`config.mk`:
```
export PLATFORM = sky130hd
export DESIGN_NAME = turn_switch_conditioner
export DESIGN_NICKNAME = d
export VERILOG_FILES = /design/src/rtl/turn_switch_conditioner.sv
export SDC_FILE = /design/constraint.sdc
export NUM_CORES = 1
export LEC_CHECK = 0
export BUFFER_PORTS_ARGS = -buffer_cell sky130_fd_sc_hd__clkbuf_2
export CORE_ASPECT_RATIO = 0.7
export CORE_MARGIN = 4
export CORE_UTILIZATION = 45
export CTS_BUF_LIST = sky130_fd_sc_hd__clkbuf_2
export CTS_CLUSTER_DIAMETER = 120
export DETAILED_ROUTE_END_ITERATION = 16
export PLACE_DENSITY = 0.62
export SYNTH_ARGS = -nofsm -noshare
export SYNTH_HDL_FRONTEND = slang
export SYNTH_SLANG_ARGS = --single-unit
```
`constraint.sdc`:
```
create_clock -name clk -period 2.94 [get_ports clk]
set_input_delay 0.588 -clock clk [delete_from_list [all_inputs] [get_ports clk]]
set_output_delay 0.588 -clock clk [all_outputs]
set_load 0.05 [all_outputs]
```
`src/rtl/turn_switch_conditioner.sv`:
```
// Input stage for the taillight controller: synchronises and debounces the raw
// lever/hazard contacts, then arbitrates them into one clean request with a change strobe.
module turn_switch_conditioner #(
    parameter int DEBOUNCE_CYCLES = 125,
    parameter int CNT_W           = $clog2(DEBOUNCE_CYCLES + 1)
) (
    input  logic clk,
    input  logic rst,
    input  logic left_raw,
    input  logic right_raw,
    input  logic haz_raw,
    output logic left,
    output logic right,
    output logic haz,
    output logic evt
);

    typedef enum logic [1:0] {
        IDLE,
        LEFT,
        RIGHT,
        HAZ
    } state_t;

    // Channel order everywhere below: bit 0 = left, bit 1 = right, bit 2 = hazard.
    logic [2:0] raw;
    logic [2:0] s1;
    logic [2:0] s2;
    logic [2:0] stable;
    state_t     state;
    state_t     nxt;

    assign raw = {haz_raw, right_raw, left_raw};

    always_ff @(posedge clk or negedge rst) begin
        if (!rst) begin
            s1 <= '0;
            s2 <= '0;
        end else begin
            s1 <= raw;
            s2 <= s1;
        end
    end

    // A change is accepted only after DEBOUNCE_CYCLES consecutive mismatching samples.
    // Any return to the stable value clears the count.
    for (genvar i = 0; i < 3; i++) begin : g_deb
        logic [CNT_W-1:0] cnt;
        logic             st;

        always_ff @(posedge clk or negedge rst) begin
            if (!rst) begin
                cnt <= '0;
                st  <= 1'b0;
            end else if (s2[i] == st) begin
                cnt <= '0;
            end else if (cnt == CNT_W'(DEBOUNCE_CYCLES - 1)) begin
                st  <= s2[i];
                cnt <= '0;
            end else begin
                cnt <= cnt + 1'b1;
            end
        end

        assign stable[i] = st;
    end

    // Both levers at once is treated as a hazard request, so left and right stay exclusive.
    always_comb begin
        nxt = IDLE;
        if (stable[2] || (stable[0] && stable[1])) begin
            nxt = HAZ;
        end else if (stable[0]) begin
            nxt = LEFT;
        end else if (stable[1]) begin
            nxt = RIGHT;
        end
    end

    always_ff @(posedge clk or negedge rst) begin
        if (!rst) begin
            state <= IDLE;
            left  <= 1'b0;
            right <= 1'b0;
            haz   <= 1'b0;
            evt   <= 1'b0;
        end else begin
            state <= nxt;
            left  <= (nxt == LEFT);
            right <= (nxt == RIGHT);
            haz   <= (nxt == HAZ);
            evt   <= (nxt != state);
        end
    end

endmodule

```
# Word level (Yosys, flattened, before mapping)
# Cells that the tools add are included.
dict set report classes {
  addsub 3
  mul 0
  div 0
  magnitude_cmp 0
  n_eq_ne 10
  shift 0
  muxes 9
  n_bitwise 3
  reduce_logical 5
}
# cell count
set op_table {}
lappend op_table {{$mux W7} 6}
lappend op_table {{$add A7 B1 Y7 const B} 3}
lappend op_table {{$eq A7 B7 Y1 const B} 3}
lappend op_table {{$mux W2} 3}
lappend op_table {{$reduce_and A2 Y1} 3}
lappend op_table {{$eq A2 B2 Y1 const B} 2}
lappend op_table {{$eq A1 B1 Y1} 3}
lappend op_table {{$not A1 Y1} 3}
lappend op_table {{$eq A2 B1 Y1 const B} 1}
lappend op_table {{$ne A2 B2 Y1} 1}
lappend op_table {{$logic_and A1 B1 Y1} 1}
lappend op_table {{$logic_or A1 B1 Y1} 1}
dict set report totals {
  reg_bits 36
  latch_bits 0
  ram_bits 0
  rom_bits 0
  input_bits 5
  out_inout_bits 4
  word_cells 43
  memories 0
}

# Logic depth before layout (Yosys ltp)
dict set report logic_depth {
  depth_word 4
  depth_mapped 5
  depth_no_buf 5
}

# Worst setup path after synthesis
# OpenSTA, ideal clock, no wires.
dict set report synth_timing {
  kind {register -> register}
  startpoint {reg g_deb[2].cnt[0]}
  endpoint {reg g_deb[2].cnt[2]}
  setup_time_ns 0.137
  arrival_time_ns 1.072
  setup_slack_ns 1.731
  stages_incl_launch_ff 6
  n_path_buf 0
  path_cell_list {dfrtp_1 inv_1 ha_1 nand2_1 o21ai_0 nor2_1}
}
dict set report synth_between {
  elab_chain_len 3
  word_cells_on_any_way 4
  cone_classes {add/sub: 1; eq/ne: 1; mux: 2}
}
# element line
set synth_lines {}
lappend synth_lines {{start, declared} 48} ;# logic [CNT_W-1:0] cnt;
lappend synth_lines {{start signal, assigned} 61} ;# cnt <= cnt + 1'b1;
lappend synth_lines {{$add A7 B1 Y7 or $eq A7 B7 Y1 (tied branches)} {61, 57}}
lappend synth_lines {{$mux W7 *} 57} ;# end else if (cnt == CNT_W'(DEBOUNCE_CYCLES - 1)) begin
lappend synth_lines {{$mux W7 *} 55} ;# end else if (s2[i] == st) begin
# Every way passes the cells marked *; elsewhere a longest branch is shown, timed or not.
# A chain may end at the register's enable or synchronous reset.

# Final worst setup path
dict set report layout_timing {
  startpoint {reg left}
  endpoint {out left}
}
# element line
set layout_lines {}
lappend layout_lines {{start, declared} 12} ;# output logic left,
lappend layout_lines {{start signal, assigned} 89} ;# left <= (nxt == LEFT);
# No word-level cell between the ends.

==> out/results.ini <==
[outcome]
status = finished clean

[sta]
max_clock_freq_mhz = 628
tightest_slew_ns = 0.847
max_slew_margin_pct = 43.5
setup_ws_ns = 1.35
fin_crit_sh_pct = 54.2
slew_violations = 0
rsz0062_at_grt = no
hold_viol = 0
final-setup-viol-count = 0
tns_ns = 0
fin_worst_skew_ns = 0.0167
fin_crit_ns = 1.59

[placed_design]
gp_congestion = 0.782
postPlaceCellArea_um2 = 1590
place_hpwl_um = 1600
port_buffers = 8
dp_slack_ns = 1.50

[critical_path]
arrival_ns = 1.00
critical_path_depth = 1
crit_chain = clkbuf_2
path_buf_inv = 1
critPathCaptureType = primary output
cp.required_ns = 2.35
critPathTopFamily = flip-flops
crit_slowest_cell = dfrtp_1
critical_path_class = reg2out
cpPeakStageDelay_ns = 0.37
ff2ff_path_depth = 5
worstPathMaxFanout = 1
cp-start-kind = register

[yosys]
synth_cells = 135
yosys.area_share.simple_pct = 16.8
yosysSeqAreaShare_pct = 59.9
synth_cell_types = 18
syn_area_per_cell_um2 = 11.1
syn_area_um2 = 1510
ys_warn_count = 0
synth_top_family_by_area = simple AND/OR/NAND/NOR gates
synth_mux_area_share_pct = 2.24
synth_seq_cells = 36
synthXorXnorAreaFrac_pct = 8.15
synth_compound_area_share_pct = 5.49
synth-adder-area-share_pct = 4.99
syn_nets = 146

[cells_and_area]
fin_util_pct = 51.6
n_antenna_cell = 0
layout.nets = 161
multi_input_area_um2 = 567
fin_area_um2 = 1630
num-fill-cells = 274
syn_to_final_growth_pct = 8.56
drive_gt1_share_pct = 13.2
seqCellArea_um2 = 901

[global_routing]
grt_antenna_before_repair = 0
grt_pass1_wl_um = 4110
grt_pass1_vias = 940
grt_max_degree = 37
grt_use_total_pct = 12.2
grt_overflow = 0

[clock_tree]
cts_sinks = 36
cts_hold_buf = 0
cts_tree = done
cts_buffers = 5
cts.path.max_buffers = 2
clock_latency_ns = 0.38
cts_htree_levels = 2
post_cts_resize_count = 0
cts_setup_buffers = 0
cts-root-buf = clkbuf_2
cts.clk_slew.worst_paths_ns = 0.19

[routing]
wire_per_inst_um = 12.0
drt_iter0_markers = 34
ant_nets = 0
drtPass1Iterations = 4
num_vias = 941
drc_errors = 0
postRouteWirelength_um = 2280
drt-vias-per-instance = 4.98

[power]
ir_drop_v = 0.000300
p_per_area_nw_per_um2 = 487
power.leakage_nw = 0.801

[floorplan]
fp.dieH_um = 56.4
die_w_um = 77.1
rows = 17
start_util_pct = 47.5
dieArea_um2 = 4350
core-area_um2 = 3170
pin_count = 9

[run]
cap_viol_max_count = 0

[min_path]
hp-class = in2async

## cell usage in the layout, fill, tap and decap left out, types with 2 or more instances in the layout
cell type / synthesis / final
or3b_1: 3 / 3
or3_1: 3 / 3
nand3_1: 9 / 9
a21oi_1: 3 / 3
a21boi_1: 3 / 3
o21ai_0: 7 / 7
nand4_2: 2 / 2
mux2_2: 3 / 3
clkbuf_2: 0 / 14
inv_1: 10 / 10
nor2_1: 23 / 23
o21ai_1: 2 / 2
xnor2_1: 3 / 3
dfrtp_1: 36 / 36
nand2_1: 7 / 7
xor2_1: 11 / 11
and2_1: 3 / 3
ha_1: 6 / 6
## per-stage QoR
stage	hold slack, ns	power, mW	std cells
after global routing	0.250	0.838	189
final	0.269	0.796	189
after floorplan	0.292	0.560	135
after CTS	0.273	0.807	189
after detailed placement	0.337	0.582	181
after global placement	0.333	0.579	181
## per-layer routing
layer | share of wire (%) | vias to the layer above | global-route usage [%]
met2 | 43 | 17 | 18.5
met1 | 50 | 444 | 15.4
met3 | 5.8 | 4 | 4.97
met4 | 1.4 | 0 | 5.33
met5 | 0 | - | 0
li1 | - | 476 | -
## cells by family after synthesis
family          count (synthesis)
compound gates                 15
buf+inv                        10
fa+ha+maj                       6
mux                             3
xor+xnor                       14
flops                          36
simple gates                   51
## worst paths after layout
path | startpoint | endpoint | slack [ns]
worst max-delay path | left$_DFF_PN0_ | left | 1.35
worst max register to register | g_deb[2].cnt[0]$_DFF_PN0_ | g_deb[2].cnt[0]$_DFF_PN0_ | 1.50
worst min-delay path | rst | g_deb[2].cnt[0]$_DFF_PN0_ | 0.27
worst min register to register | s1[1]$_DFF_PN0_ | s2[1]$_DFF_PN0_ | 0.38
max in group asynchronous | rst | g_deb[0].cnt[1]$_DFF_PN0_ | 2.13
min in group clk | left_raw | s1[0]$_DFF_PN0_ | 0.30
## power breakdown
group	total (mW)	switching, mW	leakage, nW	internal [mW]
clock network	0.225	0.165	0.0266	0.0595
registers	0.524	0.0141	0.481	0.510
logic	0.0476	0.0293	0.293	0.0183
total	0.796	0.209	0.801	0.588
## synthesized netlist by cell type
cell type	n	share of area [%]
ha_1	6	5.0
nand4_1	1	0.42
or3_1	3	1.2
dfrtp_1	36	60
xor2_1	11	6.4
and2_1	3	1.2
a21boi_1	3	1.5
inv_1	10	2.5
nor2_1	23	5.7
xnor2_1	3	1.7
nand2_1	7	1.7
mux2_2	3	2.2
nand4_2	2	1.7
or3b_1	3	1.7
o21ai_1	2	0.67
nand3_1	9	3.0
a21oi_1	3	1.0
o21ai_0	7	2.3
## sequential cells by signal, indices dropped and copies added, names as in the netlist
signal and cells:
evt 1, s2 3, s1 3, g_deb.cnt 21, g_deb.st 3, right 1
left 1, state 2, haz 1
## cell type report
class	count	area share (%)
clock buffer	6	1.84
tap	38	2.91
multi-input combinational	89	34.7
inverter	10	2.30
timing repair buffer	8	2.45
clock inverter	2	0.689
sequential	36	55.1
No activity file was read; power rests on OpenSTA's default activity.
